`config.mk`:
```
export PLATFORM = sky130hd
export DESIGN_NAME = mc_controller
export DESIGN_NICKNAME = d
export VERILOG_FILES = /design/src/rtl/mc_controller.sv
export SDC_FILE = /design/constraint.sdc
export NUM_CORES = 1
export LEC_CHECK = 0
export BUFFER_PORTS_ARGS = -buffer_cell sky130_fd_sc_hd__buf_4
export CAP_MARGIN = 25
export CORE_MARGIN = 5
export CORE_UTILIZATION = 44
export DETAILED_ROUTE_END_ITERATION = 10
export PLACE_DENSITY = 0.93
export REMOVE_ABC_BUFFERS = 1
export SLEW_MARGIN = 25
export SYNTH_ARGS = -nofsm -noshare
export SYNTH_HDL_FRONTEND = slang
export SYNTH_SLANG_ARGS = --single-unit
export TNS_END_PERCENT = 50
```
`constraint.sdc`:
```
create_clock -name clk -period 4.2 [get_ports clk]
set_clock_uncertainty 0.2 [all_clocks]
set_input_delay 0.84 -clock clk [delete_from_list [all_inputs] [get_ports clk]]
set_output_delay 0.84 -clock clk [all_outputs]
set_load 0.01 [all_outputs]
```
`src/rtl/mc_controller.sv`:
```
// mc_controller: multicycle RISC-V control FSM for a shared instruction/data memory.
// Ports:
//   clk, rst          - clock and synchronous active-high reset
//   Op, funct3, funct7b5, Zero, mem_ready - decode and status inputs
//   PCWrite, IRWrite, RegWrite, MemWrite, AdrSrc - enables and address select
//   ResultSrc, ALUSrcA, ALUSrcB, ImmSrc, ALUControl - datapath mux/ALU controls
//   instr_done, illegal, state - completion, trap flag and debug state
module mc_controller (
  input  logic       clk,
  input  logic       rst,
  input  logic [6:0] Op,
  input  logic [2:0] funct3,
  input  logic       funct7b5,
  input  logic       Zero,
  input  logic       mem_ready,
  output logic       PCWrite,
  output logic       IRWrite,
  output logic       RegWrite,
  output logic       MemWrite,
  output logic       AdrSrc,
  output logic [1:0] ResultSrc,
  output logic [1:0] ALUSrcA,
  output logic [1:0] ALUSrcB,
  output logic [1:0] ImmSrc,
  output logic [2:0] ALUControl,
  output logic       instr_done,
  output logic       illegal,
  output logic [3:0] state
);
  typedef enum logic [3:0] {
    FETCH = 4'd0, DECODE = 4'd1, MEMADR = 4'd2, MEMREAD = 4'd3,
    MEMWB = 4'd4, MEMWRITE = 4'd5, EXECUTER = 4'd6, EXECUTEI = 4'd7,
    ALUWB = 4'd8, BEQ = 4'd9, JAL = 4'd10, TRAP = 4'd11
  } state_t;
  localparam logic [6:0] OP_LW = 7'b0000011, OP_SW = 7'b0100011, OP_R = 7'b0110011,
                         OP_I = 7'b0010011, OP_B = 7'b1100011, OP_J = 7'b1101111;
  localparam logic [1:0] ALU_ADD = 2'b00, ALU_SUB = 2'b01, ALU_FN = 2'b10;
  state_t st;
  logic [1:0] alu_op;
  logic pc_w, ir_w, reg_w, mem_w, done, ill;
  always_ff @(posedge clk) begin
    if (rst) st <= FETCH;
    else begin
      case (st)
        FETCH:    st <= mem_ready ? DECODE : FETCH;
        DECODE:   st <= (Op == OP_LW || Op == OP_SW) ? MEMADR :
                        Op == OP_R ? EXECUTER : Op == OP_I ? EXECUTEI :
                        Op == OP_B ? BEQ : Op == OP_J ? JAL : TRAP;
        MEMADR:   st <= (Op == OP_LW) ? MEMREAD : MEMWRITE;
        MEMREAD:  st <= mem_ready ? MEMWB : MEMREAD;
        MEMWRITE: st <= mem_ready ? FETCH : MEMWRITE;
        EXECUTER, EXECUTEI, JAL: st <= ALUWB;
        TRAP:     st <= TRAP;
        default:  st <= FETCH;
      endcase
    end
  end
  always_comb begin
    pc_w = 1'b0;
    ir_w = 1'b0;
    reg_w = 1'b0;
    mem_w = 1'b0;
    done = 1'b0;
    ill = 1'b0;
    AdrSrc = 1'b0;
    ResultSrc = 2'b00;
    ALUSrcA = 2'b00;
    ALUSrcB = 2'b00;
    alu_op = ALU_ADD;
    case (st)
      FETCH: begin
        ALUSrcB = 2'b10;
        ResultSrc = 2'b10;
        ir_w = mem_ready;
        pc_w = mem_ready;
      end
      DECODE: begin
        ALUSrcA = 2'b01;
        ALUSrcB = 2'b01;
      end
      MEMADR: begin
        ALUSrcA = 2'b10;
        ALUSrcB = 2'b01;
      end
      MEMREAD: AdrSrc = 1'b1;
      MEMWB: begin
        ResultSrc = 2'b01;
        reg_w = 1'b1;
        done = 1'b1;
      end
      MEMWRITE: begin
        AdrSrc = 1'b1;
        mem_w = 1'b1;
        done = mem_ready;
      end
      EXECUTER: begin
        ALUSrcA = 2'b10;
        alu_op = ALU_FN;
      end
      EXECUTEI: begin
        ALUSrcA = 2'b10;
        ALUSrcB = 2'b01;
        alu_op = ALU_FN;
      end
      ALUWB: begin
        reg_w = 1'b1;
        done = 1'b1;
      end
      BEQ: begin
        ALUSrcA = 2'b10;
        alu_op = ALU_SUB;
        pc_w = Zero;
        done = 1'b1;
      end
      JAL: begin
        ALUSrcA = 2'b01;
        ALUSrcB = 2'b10;
        pc_w = 1'b1;
      end
      TRAP: ill = 1'b1;
      default: ;
    endcase
  end
  // Subtract only for R-type (Op[5]=1) with funct7b5; addi ignores funct7b5.
  assign ALUControl = alu_op == ALU_SUB ? 3'b001 :
                      alu_op == ALU_ADD ? 3'b000 :
                      funct3 == 3'b000 ? {2'b00, funct7b5 & Op[5]} :
                      funct3 == 3'b010 ? 3'b101 :
                      funct3 == 3'b110 ? 3'b011 :
                      funct3 == 3'b111 ? 3'b010 : 3'b000;
  assign ImmSrc = Op == OP_SW ? 2'b01 : Op == OP_B ? 2'b10 : Op == OP_J ? 2'b11 : 2'b00;
  // Reset masks every side-effecting output combinationally, even mid-MEMWRITE.
  assign PCWrite = pc_w & ~rst;
  assign IRWrite = ir_w & ~rst;
  assign RegWrite = reg_w & ~rst;
  assign MemWrite = mem_w & ~rst;
  assign instr_done = done & ~rst;
  assign illegal = ill & ~rst;
  assign state = st;
endmodule

```
==> metrics.txt, run 1 <==
status completed; placed cell count 135; IO Port Bufs 36; Skew-Pair Late Insertion Delay around 0.23 ns; DR vias 766; Antenna Nets Post-Route 0; CP endpoint instr_done; Yosys reg bits 4; minimum clock period roughly 2.7 ns; Startpoint Class flop; crit-path cells nor2b_1, o21ai_0, a211oi_1, buf_4; hpwl dp 1390 um; drt drc 0; pre-CTS setup slack 1.61 ns; Critical Path Start state[2]; share of cells above drive strength 1 35.0%; Final WS setup between 1.5 and 2 ns; Multi-input gate area approximately 470 sq um; cell area after layout 876 sq um; first-pass GRT wire length 2920 um; dpl cell area roughly 850 sq um; post-layout util 68.2%; Die H 46.4 um; CP endpoint kind output port; CP required 3.16 ns; Fin. Hold Viols 0; hold_buf cts 0; GPL Wtd Cong roughly 0.84; Final Slew Violations 0; Peak VDD IR 0.289 mV; worst-margin pin slew 0.538 ns; Clock Pin Slew Worst Setup and Hold Paths 0.04 ns; Setup CP Type flop to output port; final std cells w/o fill between 100 and 150; PD cells 536 mW/mm^2; Starting Density 45.4%; CTS max path bufs 2; leak pwr 0.000384 uW; Wirelength per Cell approximately 13 um; R2R depth 4; RSZ-0062 raised after global routing false; core area between 0.001 and 0.0015 sq mm; number of placed I/O pins 37; f_max 373 MHz; H-Tree Depth 1; warning count from the yosys run 0; maxcap violations 0; CTS Buf Count 3; Critical Path AT about 1.6 ns; DIE WIDTH about 46 um; # diodes 0; Worst R2R Start state[1]; CP max stage cell dfxtp_1; register area share after synthesis 13.7%; final wirelength 1740 um; initial drt markers 9; max reg flops 4; Synth area leaders dfxtp_1 14%, nand2b_1 7.5%, nor3_1 6.9%; Avg Vias per Cell 5.55; DIE AREA roughly 0.0022 sq mm; number of fill cells in the layout 128; CTS tree built; CTS sink cnt 4; Avg Synthesized Cell Area 6.63 sq um; commonest cells after routing, fill and taps aside 36 x buf_4, 9 x nor2_1, 8 x nor3_1, 7 x nand2b_1, 7 x a21oi_1; nets@finish 140; worst stage delay on the critical path 0.61 ns; P&R area growth vs syn 50.2%; synthesized instance count 88; crit share post-route 63.8%; commonest non-fill, non-tap cell in the layout buf_4; final setup vio count 0; Reg area approximately 80 sq um; max_slew headroom roughly 64%; Post CTS Setup Buffer Count 0; row count 13; reg2reg end state[1]; total global routing overflow 0; critical-path maximum fanout 16; GRT Util Overall approximately 18%; root buffer cell clkbuf_4; dominant cell type by area after synthesis dfxtp_1; Netlist cell types 34; R2R Setup Slk 2.18 ns; Post-CTS Resized 0; TritonRoute pass-1 iters 4; pin count of the biggest net entering global routing 20; Total Neg Setup Slack 0 ns; vias in the first global route 697; Hold Crit Class flop to flop; Syn Std Cell Area 583 sq um; Synth top area share a little over an eighth; initial antenna violation count 0
-- power breakdown --
group | switching [uW] | internal (uW)
logic | 159 | 164
registers | 49.6 | 51.9
clock network | 13.5 | 31.8
total | 222 | 247
-- kinds of logic after synthesis --
logic type	Yosys count	synth area share [%]
and+or+nand+nor	49	49.4
buffers and inverters	8	5.79
DFF	4	13.7
xor gates and xnor gates	2	3.00
muxes	2	3.43
AOI/OAI and AO/OA	23	24.7
-- worst max-delay path: cells and delay by family (launching register included) --
| family | cells | cell delay [ns] |
|---|---|---|
| AOI/OAI and AO/OA | 2 | 0.36 |
| buffers and inverters | 1 | 0.16 |
| and+or+nand+nor | 1 | 0.28 |
| DFF | 1 | 0.61 |
-- cells in the mapped netlist, drive strengths merged --
library cell  number
or2b               2
o31ai              2
or3                1
and4b              1
inv                4
o211ai             1
dfxtp              4
clkbuf             1
a41oi              1
buf                3
or4b               1
nand3              4
o21ai              3
a21oi              7
and3               3
and2               1
a31oi              2
mux2i              2
a211oi             2
nor3               9
nand2              4
nand3b             1
a21boi             2
xnor2              1
xor2               1
nand2b             7
o22ai              2
nor2b              5
o21a               1
nor2               9
nor4               1
-- layer usage --
layer / GRT usage (%) / part of all wire, % / vias to the layer above
li1: - / - / 391
met1: 22.4 / 41 / 348
met2: 32.1 / 50 / 27
met3: 3.52 / 8.5 / 0
met4: 3.41 / 0 / 0
met5: 0 / 0 / -
-- through the flow --
| stage | total power (uW) | hold WS, ns |
|---|---|---|
| 2_1_floorplan | 274 | 0.537 |
| 3_3_place_gp | 414 | 0.596 |
| 3_5_place_dp | 426 | 0.604 |
| 4_1_cts | 475 | 0.613 |
| 5_1_grt | 518 | 0.708 |
| 6_report | 470 | 0.620 |
-- how the worst min path moves through the flow --
stage	from	end	slack, ns	cells past startpoint
2_1_floorplan	state[0]	state[1]	0.54	3
3_3_place_gp	state[0]	state[1]	0.60	3
3_5_place_dp	state[0]	state[1]	0.60	3
4_1_cts	state[0]	state[1]	0.61	3
5_1_grt	state[0]	state[1]	0.71	3
6_report	state[0]	state[1]	0.62	3
-- area by class of cell --
type | instances | area share, %
inverters | 4 | 1.71
clock buffers | 3 | 2.57
multi-input cells | 76 | 53.6
repair buffers | 36 | 30.9
well taps | 15 | 2.14
flip-flops and latches | 4 | 9.14
No activity file was read; power rests on OpenSTA's default activity.
==> inputs of run 2 (changes only) <==
--- a/config.mk
+++ b/config.mk
@@ -5,12 +5,13 @@
 export SDC_FILE = /design/constraint.sdc
 export NUM_CORES = 1
 export LEC_CHECK = 0
+export ABC_AREA = 1
 export BUFFER_PORTS_ARGS = -buffer_cell sky130_fd_sc_hd__buf_4
 export CAP_MARGIN = 25
 export CORE_MARGIN = 5
-export CORE_UTILIZATION = 44
+export CORE_UTILIZATION = 36
 export DETAILED_ROUTE_END_ITERATION = 10
-export PLACE_DENSITY = 0.93
+export PLACE_DENSITY = 0.84
 export REMOVE_ABC_BUFFERS = 1
 export SLEW_MARGIN = 25
 export SYNTH_ARGS = -nofsm -noshare
==> constraint.sdc (replaced) <==
create_clock -name clk -period 2.3 [get_ports clk]
set_clock_uncertainty 0.2 [all_clocks]
set_input_delay 0.46 -clock clk [delete_from_list [all_inputs] [get_ports clk]]
set_output_delay 0.46 -clock clk [all_outputs]
set_load 0.01 [all_outputs]
==> run 2 against run 1 <==
Non-clock buffer count is the same. Critical path type unchanged. Via count grew 8.6%. Clock power grew 90%. Sequential cell count is the same. Largest power group unchanged.
==> metrics.txt, run 2 <==
status completed; number of placed I/O pins 37 (unchanged); Avg Synthesized Cell Area 5.14 sq um (-22%); Post CTS Setup Buffer Count 0 (unchanged); minimum clock period between 2 and 2.5 ns; DIE AREA 0.00243 sq mm (+13%); synthesized instance count 108 (+23%); PD cells 530 mW/mm^2 (-1.1%); R2R Setup Slk 0.87 ns (-1.31 ns); Async S/R FF share, synth 0% (unchanged); register area share after synthesis 14.4% (+0.68 points); vias in the first global route 822 (+18%); max reg flops 4 (unchanged); crit share post-route between 90 and 100%; commonest cells after routing, fill and taps aside 36 x buf_4, 32 x nand2_1, 17 x nor2_1, 16 x inv_1, 13 x nand3_1; Synth top area share 21.6% (+7.9 points); Yosys reg bits 4 (unchanged); first-pass GRT wire length 3120 um (+6.9%); CTS sink cnt 4 (unchanged); dominant cell type by area after synthesis nand2_1; CTS tree built; placed cell count 159 (+18%); final setup vio count 0 (unchanged); f_max 472 MHz; total global routing overflow 0 (unchanged); Avg Vias per Cell 5.14 (-7.5%); GPL Wtd Cong 0.771 (-8.2%); Wirelength per Cell 11.5 um (-8.4%); share of cells above drive strength 1 35.6% (+0.66 points); Final Slew Violations 0 (unchanged); RSZ-0062 raised after global routing false; # diodes 0 (unchanged); initial drt markers 21 (+12); TritonRoute pass-1 iters 4 (unchanged); commonest non-fill, non-tap cell in the layout buf_4; H-Tree Depth 1 (unchanged); Peak VDD IR 0.423 mV (+46%); Syn Std Cell Area 556 sq um (-4.7%); EDFF count, synth 0 (unchanged); Startpoint Class flop; pin count of the biggest net entering global routing 10 (-50%); P&R area growth vs syn 55.6%; drt drc 0 (unchanged); max_slew headroom 79.9% (+16 points); critical-path maximum fanout 4 (-12); hpwl dp 1590 um (+14%); number of fill cells in the layout 137 (+7.0%); Antenna Nets Post-Route 0 (unchanged); Hold Crit Class input port to flop; top cells by count, synth 32 x nand2_1, 17 x nor2_1, 16 x inv_1; worst-margin pin slew 0.301 ns (-0.237 ns); hold_buf cts 0 (unchanged); Clock Pin Slew Worst Setup and Hold Paths 0.04 ns (about the same); Starting Density 37.3% (-8.1 points); Synth area leaders nand2_1 22%, dfxtp_1 14%, nand3_1 12%; DIE WIDTH 49.3 um (+6.2%); Setup CP Type flop to output port; root buffer cell clkbuf_4; DR vias 832 (+8.6%); final std cells w/o fill 162 (+17%); CTS max path bufs 2 (unchanged); maxcap violations 0 (unchanged); core area 0.00149 sq mm (+16%); Critical Path AT 1.46 ns (-0.18 ns); worst stage delay on the critical path 0.40 ns (-0.21 ns); top-count cell post-synth nand2_1; leading register cell type out of synthesis dfxtp_1; GRT Util Overall 15.2% (-2.9 points); CTS Buf Count 3 (unchanged); initial antenna violation count 0 (unchanged); Skew-Pair Late Insertion Delay 0.23 ns (about the same); CP endpoint kind output port; CP required 1.64 ns (-1.52 ns); leak pwr 0.000525 uW (+37%); nets@finish 163 (+16%); Total Neg Setup Slack 0 ns (unchanged); Fin. Hold Viols 0 (unchanged); IO Port Bufs 36 (unchanged); warning count from the yosys run 0 (unchanged); crit-path cells inv_2, nor2_2, inv_2, nor2_4, nor2_1, nor4_2, buf_4; Netlist cell types 18 (-47%); final wirelength 1870 um (+7.5%); Post-CTS Resized 0 (unchanged); post-layout util 58.1% (-10 points); row count 14 (+1); hold slack 0.263 ns (-0.357 ns); critical path's most frequent cell inv_2; Die H 49.3 um (+6.2%); CP max stage cell dfxtp_1
==> run 2: changes by cell type after synthesis, sizes merged, moves of 4 or more <==
cell / change
nor2: +12
nor3: -7
a21oi: -4
nand2: +31
nand2b: -7
nor2b: -5
inv: +17
nand3: +9
==> run 2: path summary, 6_finish.rpt <==
path / start / end / cells after the start
worst max-delay path: state[3] / ALUControl[2] / 7
worst min register to register: state[1] / state[3] / 2
worst min-delay path: rst / state[3] / 2
worst max register to register: state[1] / state[1] / 9
==> run 2: critical path: cells and delay by family (launching register included) <==
kind          cells  cell delay (ns)
buf+inv           3             0.30
flops             1             0.40
simple gates      4             0.52
==> run 2: logic make-up (layout without fill, tap and decap cells) <==
logic type	Yosys count	count (layout)	synth area share, %
and+or+nand+nor	73	73	61.5
DFF	4	4	14.4
AOI/OAI and AO/OA	9	9	9.23
buffers and inverters	22	60	14.9
==> run 2: cell type report <==
| class | count | area, sq um | share of cell area [%] |
|---|---|---|---|
| flip-flops and latches | 4 | 80.1 | 9.26 |
| clock buffers | 3 | 22.5 | 2.60 |
| repair buffers | 36 | 270 | 31.3 |
| inverters | 21 | 78.8 | 9.12 |
| well taps | 16 | 20.0 | 2.32 |
| multi-input cells | 82 | 393 | 45.4 |
==> run 2: per-layer routing <==
layer  global-route usage (%)  wire length (um)
met3                     2.14               127
met2                     29.4              1040
met5                        0                 0
met1                     15.3               655
met4                     7.17                41
==> run 2: where the power goes <==
part	internal (uW)	switching (uW)	total (uW)
clock network	58.3	27.8	86.1
logic	121	150	271
registers	80.5	21.3	102
==> run 2: metrics by stage <==
stage | area, sq um | total power (uW) | setup WS [ns]
6_report | 865 | 459 | 0.183
2_1_floorplan | 552 | 246 | 0.528
4_1_cts | 865 | 461 | 0.176
5_1_grt | 865 | 495 | 0.0666
3_3_place_gp | 842 | 366 | 0.462
3_5_place_dp | 842 | 372 | 0.405
